## config.mk

```make
export PLATFORM = sky130hd
export DESIGN_NAME = uart_rx_ctrl
export DESIGN_NICKNAME = d
export VERILOG_FILES = /design/src/rtl/uart_rx_ctrl.sv
export SDC_FILE = /design/constraint.sdc
export NUM_CORES = 1
export LEC_CHECK = 0
export CORE_MARGIN = 8
export CORE_UTILIZATION = 35
export CTS_BUF_LIST = sky130_fd_sc_hd__clkbuf_8
export CTS_CLUSTER_DIAMETER = 120
export CTS_CLUSTER_SIZE = 8
export DETAILED_ROUTE_END_ITERATION = 10
export GPL_TIMING_DRIVEN = 0
export PLACE_DENSITY = 0.63
export SKIP_LAST_GASP = 1
export SLEW_MARGIN = 25
export SYNTH_ARGS = -nofsm -noshare
export SYNTH_HDL_FRONTEND = slang
export SYNTH_SLANG_ARGS = --single-unit
```

## constraint.sdc

```tcl
create_clock -name clk_i -period 4.6 [get_ports clk_i]
set_input_delay 0.92 -clock clk_i [delete_from_list [all_inputs] [get_ports clk_i]]
set_output_delay 0.92 -clock clk_i [all_outputs]
set_load 0.01 [all_outputs]
```

## src/rtl/uart_rx_ctrl.sv

```systemverilog
// UART receive-side controller: byte FIFO (first-word-fall-through) with
// valid/ready read port, sticky overrun, threshold and character-timeout IRQs.
module uart_rx_ctrl #(
  parameter  int FifoDepth     = 8,
  parameter  int TimeoutCycles = 640,
  localparam int CntW          = $clog2(FifoDepth) + 1
) (
  input  logic            clk_i,
  input  logic            rst_i,
  input  logic            en_i,
  input  logic            flush_i,
  input  logic [7:0]      rx_data_i,
  input  logic            rx_valid_i,
  output logic [7:0]      rd_data_o,
  output logic            rd_valid_o,
  input  logic            rd_ready_i,
  output logic [CntW-1:0] count_o,
  output logic            full_o,
  output logic            empty_o,
  input  logic [CntW-1:0] threshold_i,
  output logic            irq_threshold_o,
  output logic            irq_timeout_o,
  output logic            overrun_o,
  input  logic            overrun_clr_i
);

  localparam int AW = $clog2(FifoDepth);
  localparam int TW = $clog2(TimeoutCycles + 1);

  typedef enum logic [1:0] {
    T_IDLE  = 2'd0,
    T_COUNT = 2'd1,
    T_FIRED = 2'd2
  } t_state_e;

  logic [7:0]      mem_q [FifoDepth];
  logic [7:0]      mem_d [FifoDepth];
  logic [AW-1:0]   wr_ptr_q, wr_ptr_d;
  logic [AW-1:0]   rd_ptr_q, rd_ptr_d;
  logic [CntW-1:0] count_q, count_d;
  logic            full_q, full_d;
  logic            empty_q, empty_d;
  logic            ovr_q, ovr_d;
  logic [TW-1:0]   tcnt_q, tcnt_d;
  t_state_e        state_q, state_d;

  logic push_s, pop_s, ovr_set_s, activity_s;

  // Push/pop qualification; a pop at full frees the slot for a same-cycle push.
  always_comb begin
    pop_s      = !empty_q && rd_ready_i && !flush_i;
    push_s     = rx_valid_i && en_i && !flush_i && (!full_q || pop_s);
    ovr_set_s  = rx_valid_i && en_i && !flush_i && full_q && !pop_s;
    activity_s = push_s || pop_s || flush_i;
  end

  // Next-state of storage, pointers, occupancy and overrun flag.
  always_comb begin
    mem_d    = mem_q;
    wr_ptr_d = wr_ptr_q;
    rd_ptr_d = rd_ptr_q;
    count_d  = count_q;
    if (flush_i) begin
      wr_ptr_d = '0;
      rd_ptr_d = '0;
      count_d  = '0;
    end else begin
      if (push_s) begin
        mem_d[wr_ptr_q] = rx_data_i;
        wr_ptr_d        = wr_ptr_q + AW'(1);
      end else begin
        wr_ptr_d = wr_ptr_q;
      end
      if (pop_s) begin
        rd_ptr_d = rd_ptr_q + AW'(1);
      end else begin
        rd_ptr_d = rd_ptr_q;
      end
      case ({push_s, pop_s})
        2'b10:   count_d = count_q + CntW'(1);
        2'b01:   count_d = count_q - CntW'(1);
        default: count_d = count_q;
      endcase
    end
    full_d  = (count_d == CntW'(FifoDepth));
    empty_d = (count_d == CntW'(0));
    if (ovr_set_s) begin
      ovr_d = 1'b1;
    end else if (overrun_clr_i) begin
      ovr_d = 1'b0;
    end else begin
      ovr_d = ovr_q;
    end
  end

  // FIFO storage and status registers.
  always_ff @(posedge clk_i) begin
    if (rst_i) begin
      for (int i = 0; i < FifoDepth; i++) begin
        mem_q[i] <= 8'h00;
      end
      wr_ptr_q <= '0;
      rd_ptr_q <= '0;
      count_q  <= '0;
      full_q   <= 1'b0;
      empty_q  <= 1'b1;
      ovr_q    <= 1'b0;
    end else begin
      mem_q    <= mem_d;
      wr_ptr_q <= wr_ptr_d;
      rd_ptr_q <= rd_ptr_d;
      count_q  <= count_d;
      full_q   <= full_d;
      empty_q  <= empty_d;
      ovr_q    <= ovr_d;
    end
  end

  // Timeout FSM state register.
  always_ff @(posedge clk_i) begin
    if (rst_i) begin
      state_q <= T_IDLE;
      tcnt_q  <= '0;
    end else begin
      state_q <= state_d;
      tcnt_q  <= tcnt_d;
    end
  end

  // Timeout FSM next state; the counter holds idle cycles since the last activity.
  always_comb begin
    state_d = state_q;
    tcnt_d  = tcnt_q;
    case (state_q)
      T_IDLE: begin
        tcnt_d = '0;
        if (count_d != CntW'(0)) begin
          state_d = T_COUNT;
        end else begin
          state_d = T_IDLE;
        end
      end
      T_COUNT: begin
        if (activity_s) begin
          tcnt_d  = '0;
          state_d = (count_d != CntW'(0)) ? T_COUNT : T_IDLE;
        end else if (tcnt_q == TW'(TimeoutCycles - 1)) begin
          tcnt_d  = tcnt_q + TW'(1);
          state_d = T_FIRED;
        end else begin
          tcnt_d  = tcnt_q + TW'(1);
          state_d = T_COUNT;
        end
      end
      T_FIRED: begin
        if (activity_s) begin
          tcnt_d  = '0;
          state_d = (count_d != CntW'(0)) ? T_COUNT : T_IDLE;
        end else begin
          tcnt_d  = tcnt_q;
          state_d = T_FIRED;
        end
      end
      default: begin
        tcnt_d  = '0;
        state_d = T_IDLE;
      end
    endcase
  end

  // Output decode from registered state.
  always_comb begin
    rd_data_o       = mem_q[rd_ptr_q];
    rd_valid_o      = !empty_q;
    count_o         = count_q;
    full_o          = full_q;
    empty_o         = empty_q;
    overrun_o       = ovr_q;
    irq_timeout_o   = (state_q == T_FIRED);
    irq_threshold_o = (threshold_i != CntW'(0)) && (count_q >= threshold_i);
  end

endmodule

```

==> flow_summary.ini, run 1 <==
[outcome]
outcome = finished, final reports clean

[power]
static-leakage-power_nw = 1.71
ir_drop_v = 0.000124
power_w = 0.00147
p_per_area_nw_per_um2 = 302

[timing]
layout_min_cycle_time_ns = 3.89
grt_setup_unrepaired = no
maxSlewHeadroom_pct = 45.6
setup_viol = 0
fin_crit_sh_pct = 84.6
skew_ns = 0.00597
finalMaxSlewViolations = 0
whs_ns = 0.480
fmaxAchievable_mhz = 257
tns_ns = 0
hold_viol = 0
worst_pin_slew_ns = 0.810

[clocking]
clk_pin_slew_ns = 0.08
insertion_delay_ns = 0.37
htree_levels = 3
post_cts_buffers = 0
post_cts_resized = 0
cts.path.max_buffers = 2
cts_buffers = 9
cts-hold-fix-buffers = 0
cts-root-buf = clkbuf_8
tritoncts = yes
cts_sinks = 89

[critical_path]
startpoint_type = register
critPathSlowestCell = buf_1
path_class = reg2out
required_ns = 3.68
end_kind = primary output
cp_cell_sequence = clkbuf_1 > buf_1 > mux4_2 > mux2_2 > clkdlybuf4s50_1
slowest_delay_ns = 0.64
path_max_fanout = 10
cp.arrival_ns = 2.97

[floorplan]
die_y_um = 125
die-area_sq_um = 15700
io_pins = 37
rows = 40
fp.dieW_um = 125
initial_core_util_pct = 35.3
coreArea_sq_um = 11900

[finish]
final_cell_mix = 89 x nor2_1, 89 x dfxtp_1, 65 x mux2i_1
syn_to_final_growth_pct = 16.3
final_core_util_pct = 41.1
multi_input_area_sq_um = 2260
nets = 485
final-seq-area_sq_um = 1780
drive_gt1_share_pct = 11.7
fillers = 1165
antenna_cells = 0

[place]
dp_hpwl_mm = 6.80
gp_congestion = 0.802
port_buffers = 27

[synth]
synth_edf_count = 0
synth-seq-cells = 89
synthCells = 417
synthFlopType = dfxtp_1
synth.cell_area_sq_um = 4190
syn_area_per_cell_sq_um = 10.1
ys_async_sr_fraction_pct = 0
synthesis.nets = 447
seq_area_frac_synth_pct = 42.5
ys_types = 46
ys_warn_count = 0

[detailed_routing]
drc = 0
wl_mm = 9.81
post_drt_wl_per_cell_um = 16.2
drt.antenna.violating_nets = 0
num_vias = 3119
first_pass_iters = 4
viasPerCell = 5.14
drtIter0Drc = 237

[global_routing]
antenna_found_initial = 0
grt_usage_pct = 12.9
grt_pass1_vias = 3167
grt_pass1_wl_mm = 16.2
overflow = 0
grt_max_degree = 16

[flow_run]
drv_cap = 0

[min_path]
hold_class = reg2reg
[final cells by class]
class | instances | area share, %
Clock buffer | 10 | 2.82
Tap cell | 147 | 3.77
Inverter | 9 | 0.745
Multi-Input combinational cell | 291 | 46.4
Sequential cell | 89 | 36.6
Clock inverter | 6 | 1.85
Buffer | 28 | 2.26
Timing Repair Buffer | 27 | 5.55
[cell usage after synthesis (2+ instances only)]
| cell | instances | area, sq um |
|---|---|---|
| nor3_4 | 3 | 48.8 |
| or3_1 | 3 | 18.8 |
| xnor2_1 | 5 | 43.8 |
| o21ai_0 | 4 | 20.0 |
| clkbuf_1 | 23 | 86.3 |
| o31ai_1 | 2 | 15.0 |
| inv_1 | 8 | 30.0 |
| and2_1 | 3 | 18.8 |
| mux4_2 | 16 | 360 |
| xor2_1 | 3 | 26.3 |
| and3b_1 | 2 | 17.5 |
| nor3_1 | 2 | 10.0 |
| mux2i_1 | 65 | 651 |
| nor2b_1 | 4 | 25.0 |
| dfxtp_1 | 89 | 1780 |
| nor2_2 | 3 | 18.8 |
| nor4_1 | 2 | 12.5 |
| a21o_1 | 2 | 15.0 |
| a211oi_1 | 2 | 15.0 |
| a21oi_1 | 15 | 75.1 |
| nand2b_1 | 7 | 43.8 |
| a311oi_1 | 4 | 35.0 |
| nor3b_1 | 2 | 15.0 |
| mux2_2 | 8 | 90.1 |
| nand3_1 | 4 | 20.0 |
| buf_2 | 4 | 20.0 |
| nand2_1 | 15 | 56.3 |
| ha_1 | 11 | 138 |
| nor2_1 | 89 | 334 |
[critical path: cells and delay by family (launching register included)]
| family | cells | cell delay (ns) |
|---|---|---|
| buf+inv | 3 | 1.57 |
| flops | 1 | 0.34 |
| mux | 2 | 0.70 |
[power by group]
group,total [W],switching (W),internal [W]
sequential,0.000778,0.00000397,0.000774
combinational,0.0000848,0.0000491,0.0000357
clock,0.000610,0.000286,0.000324
[registers in the layout, summed over array words and instances (netlist names)]
name / flops
count_o: 4
empty_o: 1
full_o: 1
mem_q: 64
overrun_o: 1
rd_ptr_q: 3
state_q: 2
tcnt_q: 10
wr_ptr_q: 3
[per-stage QoR]
stage	std cells	instance area [sq um]	setup WS, ns
2_1_floorplan	417	4190	1.66
3_3_place_gp	591	4650	0.858
3_5_place_dp	591	4650	0.829
4_1_cts	607	4870	0.703
5_1_grt	607	4870	0.624
6_report	607	4870	0.707
[metal layers]
layer	up-vias	GRT usage (%)	part of all wire [%]
met5	-	0	0
met4	0	7.52	3.0
met3	18	1.61	2.9
met2	54	21.6	48
met1	1517	15.7	46
li1	1530	-	-
[final timing paths]
path	start	endpoint	slack, ns	cells after the start
setup / recovery	rd_ptr_q[1]	rd_data_o[5]	0.71	5
hold / removal	tcnt_q[9]	tcnt_q[9]	0.48	1
setup reg to reg	empty_o	state_q[0]	1.99	11
hold reg to reg	tcnt_q[9]	tcnt_q[9]	0.48	1
[logic make-up (layout without fill, tap and decap cells)]
kind of cell / count (synthesis) / after routing / share of synthesized area, %
AO/OA/AOI/OAI: 38 / 38 / 6.12
XOR/XNOR: 8 / 8 / 1.67
adder cells (fa/ha/maj): 11 / 11 / 3.28
AND/OR/NAND/NOR: 145 / 145 / 16.7
multiplexers: 89 / 89 / 26.3
flip-flops: 89 / 89 / 42.5
buffers and inverters: 37 / 80 / 3.49
No activity file was read; power rests on OpenSTA's default activity.
==> inputs of run 2 (changes only) <==
--- a/config.mk
+++ b/config.mk
@@ -12,7 +12,7 @@
 export CTS_CLUSTER_SIZE = 8
 export DETAILED_ROUTE_END_ITERATION = 10
 export GPL_TIMING_DRIVEN = 0
-export PLACE_DENSITY = 0.63
+export PLACE_DENSITY = 0.65
 export SKIP_LAST_GASP = 1
 export SLEW_MARGIN = 25
 export SYNTH_ARGS = -nofsm -noshare
==> constraint.sdc (replaced) <==
create_clock -name clk_i -period 3.5 [get_ports clk_i]
set_input_delay 0.7 -clock clk_i [delete_from_list [all_inputs] [get_ports clk_i]]
set_output_delay 0.7 -clock clk_i [all_outputs]
set_load 0.01 [all_outputs]
==> flow_summary.ini, run 2 (synthesis results as in run 1) <==
[floorplan]
initial_core_util_pct = 35.3
die_y_um = 125
io_pins = 37
fp.dieW_um = 125
rows = 40
die-area_sq_um = 15700
coreArea_sq_um = 11900

[detailed_routing]
drt.antenna.violating_nets = 0
drc = 0
num_vias = 3090
wl_mm = 9.68
post_drt_wl_per_cell_um = 15.9
first_pass_iters = 4
drtIter0Drc = 179
viasPerCell = 5.09

[power]
static-leakage-power_nw = 1.69
p_per_area_nw_per_um2 = 367
ir_drop_v = 0.000142
power_w = 0.00177

[clocking]
tritoncts = yes
cts-root-buf = clkbuf_8
post_cts_buffers = 0
clk_pin_slew_ns = 0.08
cts.path.max_buffers = 2
cts-hold-fix-buffers = 0
cts_sinks = 89
cts_buffers = 9
htree_levels = 3
insertion_delay_ns = 0.37

[timing]
skew_ns = 0.00546
worst_pin_slew_ns = 0.895
fmaxAchievable_mhz = 301
hold_viol = 0
fin_crit_sh_pct = 94.9
maxSlewHeadroom_pct = 39.9
fin_ws_ns = 0.178
grt_setup_unrepaired = no
setup_viol = 0
finalMaxSlewViolations = 0
layout_min_cycle_time_ns = 3.32

[critical_path]
path_max_fanout = 10
end_kind = primary output
required_ns = 2.80
startpoint_type = register
path_class = reg2out
crit_path_start = rd_ptr_q[0]
reg2reg_to = state_q[0]
rrSetupSlack_ns = 0.93
worst_r2r_path_depth = 11
cp.arrival_ns = 2.62
timing.rr.start = empty_o

[flow_run]
drv_cap = 0

[place]
gp_congestion = 0.765
dpl_worst_slack_ns = -0.0539
dp_hpwl_mm = 6.76
port_buffers = 27

[global_routing]
overflow = 0
grt_usage_pct = 12.8
antenna_found_initial = 0
grt_pass1_vias = 3163
grt_max_degree = 15
grt_pass1_wl_mm = 16.3

[finish]
final_cell_mix = 89 x nor2_1, 89 x dfxtp_1, 65 x mux2i_1
drive_gt1_share_pct = 12.2
syn_to_final_growth_pct = 15.1
final_core_util_pct = 40.7
regMostFlops = mem_q
antenna_cells = 0
largest_register_ffs = 64
nets = 485

[min_path]
min_to = tcnt_q[9]
hold_class = reg2reg
hp-start = tcnt_q[9]
worstHoldPathCells = 1

[outcome]
outcome = finished, final reports clean
==> run 2: cell types whose count changed in the layout (fill, tap and decap cells not counted), sizes merged <==
cell | before | now
clkinvlp | 0 | 1
inv | 12 | 10
clkinv | 1 | 4
bufinv | 2 | 0
==> run 2: what timing repair did <==
action / in CTS / in global routing
setup endpoints to repair: 8 / 8
resized for setup: 1 / 4
gates cloned: 0 / 0
==> run 2: area by class of cell <==
type	instances	area, sq um
Buffer	28	115
Clock buffer	10	138
Clock inverter	6	35.0
Fill cell	1135	7040
Inverter	9	36.3
Multi-Input combinational cell	291	2260
Sequential cell	89	1780
Tap cell	147	184
Timing Repair Buffer	27	270
==> run 2: critical path, cell delays in order (launching register included) <==
cell and delay, ns:
dfxtp_1 0.34, buf_2 0.30, buf_4 0.30, mux4_2 0.54
mux2_2 0.30, clkdlybuf4s50_1 0.48
==> run 2: through the flow <==
step	hold WS, ns	cells	setup TNS [ns]	cell area [sq um]
5_1_grt	0.509	607	0	4820
3_5_place_dp	0.473	591	-0.0539	4650
4_1_cts	0.485	607	0	4820
3_3_place_gp	0.452	591	-0.0148	4650
6_report	0.483	607	0	4820
2_1_floorplan	0.439	417	0	4190
==> run 2: layer usage <==
layer / vias up / GRT usage [%] / share of wire [%]
li1: 1537 / - / -
met1: 1487 / 15.8 / 44
met2: 55 / 21.7 / 50
met3: 11 / 1.49 / 3.7
met4: 0 / 6.59 / 2.1
met5: - / 0 / 0
==> run 2: worst max path at each step <==
stage | end
floorplan | state_q[0]
global placement | state_q[0]
detailed placement | state_q[0]
CTS | rd_data_o[7]
global route | rd_data_o[7]
finish | rd_data_o[7]
==> run 2: power by group <==
part / switching [W] / internal [W]
clock: 0.000363 / 0.000272
combinational: 0.0000646 / 0.0000471
sequential: 0.00000522 / 0.00102
==> inputs of run 3 (changes only) <==
--- a/config.mk
+++ b/config.mk
@@ -5,6 +5,7 @@
 export SDC_FILE = /design/constraint.sdc
 export NUM_CORES = 1
 export LEC_CHECK = 0
+export CAP_MARGIN = 20
 export CORE_MARGIN = 8
 export CORE_UTILIZATION = 35
 export CTS_BUF_LIST = sky130_fd_sc_hd__clkbuf_8
@@ -12,7 +13,7 @@
 export CTS_CLUSTER_SIZE = 8
 export DETAILED_ROUTE_END_ITERATION = 10
 export GPL_TIMING_DRIVEN = 0
-export PLACE_DENSITY = 0.65
+export PLACE_DENSITY = 0.53
 export SKIP_LAST_GASP = 1
 export SLEW_MARGIN = 25
 export SYNTH_ARGS = -nofsm -noshare
==> constraint.sdc (replaced) <==
create_clock -name clk_i -period 3.5 [get_ports clk_i]
set_input_delay 0.7 -clock clk_i [delete_from_list [all_inputs] [get_ports clk_i]]
set_output_delay 0.7 -clock clk_i [all_outputs]
set_load 0.1 [all_outputs]
==> flow_summary.ini, run 3 (synthesis results as in run 1) <==
[critical_path]
required_ns = 2.80
reg2reg_to = state_q[0]
end_kind = primary output
worst_r2r_path_depth = 11
cp.arrival_ns = 2.61
path_max_fanout = 10
rrSetupSlack_ns = 0.91
path_class = reg2out
startpoint_type = register
timing.rr.start = empty_o

[clocking]
post_cts_buffers = 0
cts.path.max_buffers = 2
clk_pin_slew_ns = 0.08
cts_sinks = 89
htree_levels = 3
insertion_delay_ns = 0.36
tritoncts = yes
cts_buffers = 9
cts-root-buf = clkbuf_8
cts-hold-fix-buffers = 0

[floorplan]
die-area_sq_um = 15700
die_y_um = 125
fp.dieW_um = 125
rows = 40
initial_core_util_pct = 35.3
io_pins = 37
coreArea_sq_um = 11900

[finish]
nets = 485
final_cell_mix = 89 x dfxtp_1, 88 x nor2_1, 65 x mux2i_1
final_core_util_pct = 40.8
antenna_cells = 0
regMostFlops = mem_q
fin_area_sq_um = 4840
fillers = 1176
largest_register_ffs = 64
final-seq-area_sq_um = 1780
syn_to_final_growth_pct = 15.4
multi_input_area_sq_um = 2270
final_common_cell = dfxtp_1
drive_gt1_share_pct = 14.0
layout.cells.non_filler = 605

[timing]
maxSlewHeadroom_pct = 34.7
whs_ns = 0.475
finalMaxSlewViolations = 0
fmaxAchievable_mhz = 302
grt_setup_unrepaired = no
skew_ns = 0.00824
layout_min_cycle_time_ns = 3.31
hold_viol = 0
setup_viol = 0
fin_crit_sh_pct = 94.6
worst_pin_slew_ns = 0.977

[detailed_routing]
num_vias = 3048
post_drt_wl_per_cell_um = 16.9
drc = 0
viasPerCell = 5.04
drt.antenna.violating_nets = 0
first_pass_iters = 4
wl_mm = 10.2
drtIter0Drc = 138

[power]
ir_drop_v = 0.000119
power_w = 0.00186
static-leakage-power_nw = 1.70
p_per_area_nw_per_um2 = 384

[min_path]
hp-start = tcnt_q[9]
worstHoldPathCells = 1
min_to = tcnt_q[9]
hold_class = reg2reg

[place]
post_dp_cell_area_sq_um = 4650
gp_congestion = 0.768
dpl.cell_count = 591
port_buffers = 27
dp_hpwl_mm = 6.90

[global_routing]
grt_usage_pct = 13.4
grt_max_degree = 14
grt_pass1_vias = 3062
overflow = 0
grt_pass1_wl_mm = 16.4
antenna_found_initial = 0

[flow_run]
drv_cap = 0

[outcome]
outcome = finished, final reports clean
run 3: area by class of cell:
cell class	instances	share of cell area (%)
Clock inverter	4	0.957
Multi-Input combinational cell	291	46.9
Tap cell	147	3.80
Buffer	28	2.38
Timing Repair Buffer	27	5.56
Clock buffer	10	2.85
Sequential cell	89	36.8
Inverter	9	0.750
run 3: timing repair:
action,4_1_cts,5_1_grt
gates cloned,0,0
setup endpoints to repair,9,9
gates resized for setup,25,6
run 3: worst max-delay path, cell delays in order, from the launching register on:
cell and delay, ns:
dfxtp_1 0.33, buf_2 0.29, buf_4 0.33, mux4_2 0.54, mux2_2 0.28, clkdlybuf4s15_2 0.46
run 3: how the worst max path moves through the flow:
stage,from,to,depth (start not counted)
global placement,rd_ptr_q[1],rd_data_o[5],5
detailed placement,rd_ptr_q[1],rd_data_o[5],5
floorplan,count_o[0],irq_threshold_o,7
global route,rd_ptr_q[0],rd_data_o[4],5
finish,rd_ptr_q[0],rd_data_o[3],5
CTS,rd_ptr_q[1],rd_data_o[5],5
run 3: routing by layer:
| metal | wire length, um | vias up | GRT usage, % |
|---|---|---|---|
| met5 | 0 | - | 0 |
| met4 | 188 | 0 | 5.87 |
| met3 | 432 | 14 | 2.76 |
| met2 | 5040 | 47 | 22.9 |
| met1 | 4560 | 1461 | 15.8 |
| li1 | - | 1526 | - |
run 3: through the flow:
step / TNS (ns) / setup WS [ns]
5_1_grt: 0 / 0.0787
4_1_cts: -0.163 / -0.163
6_report: 0 / 0.189
3_3_place_gp: -2.73 / -0.325
2_1_floorplan: 0 / 0.224
3_5_place_dp: -3.30 / -0.393
run 3: power by group:
group	leakage [nW]	switching (W)	internal (W)
Clock	0.0954	0.000350	0.000338
Combinational	0.888	0.000102	0.0000452
Sequential	0.717	0.00000516	0.00102
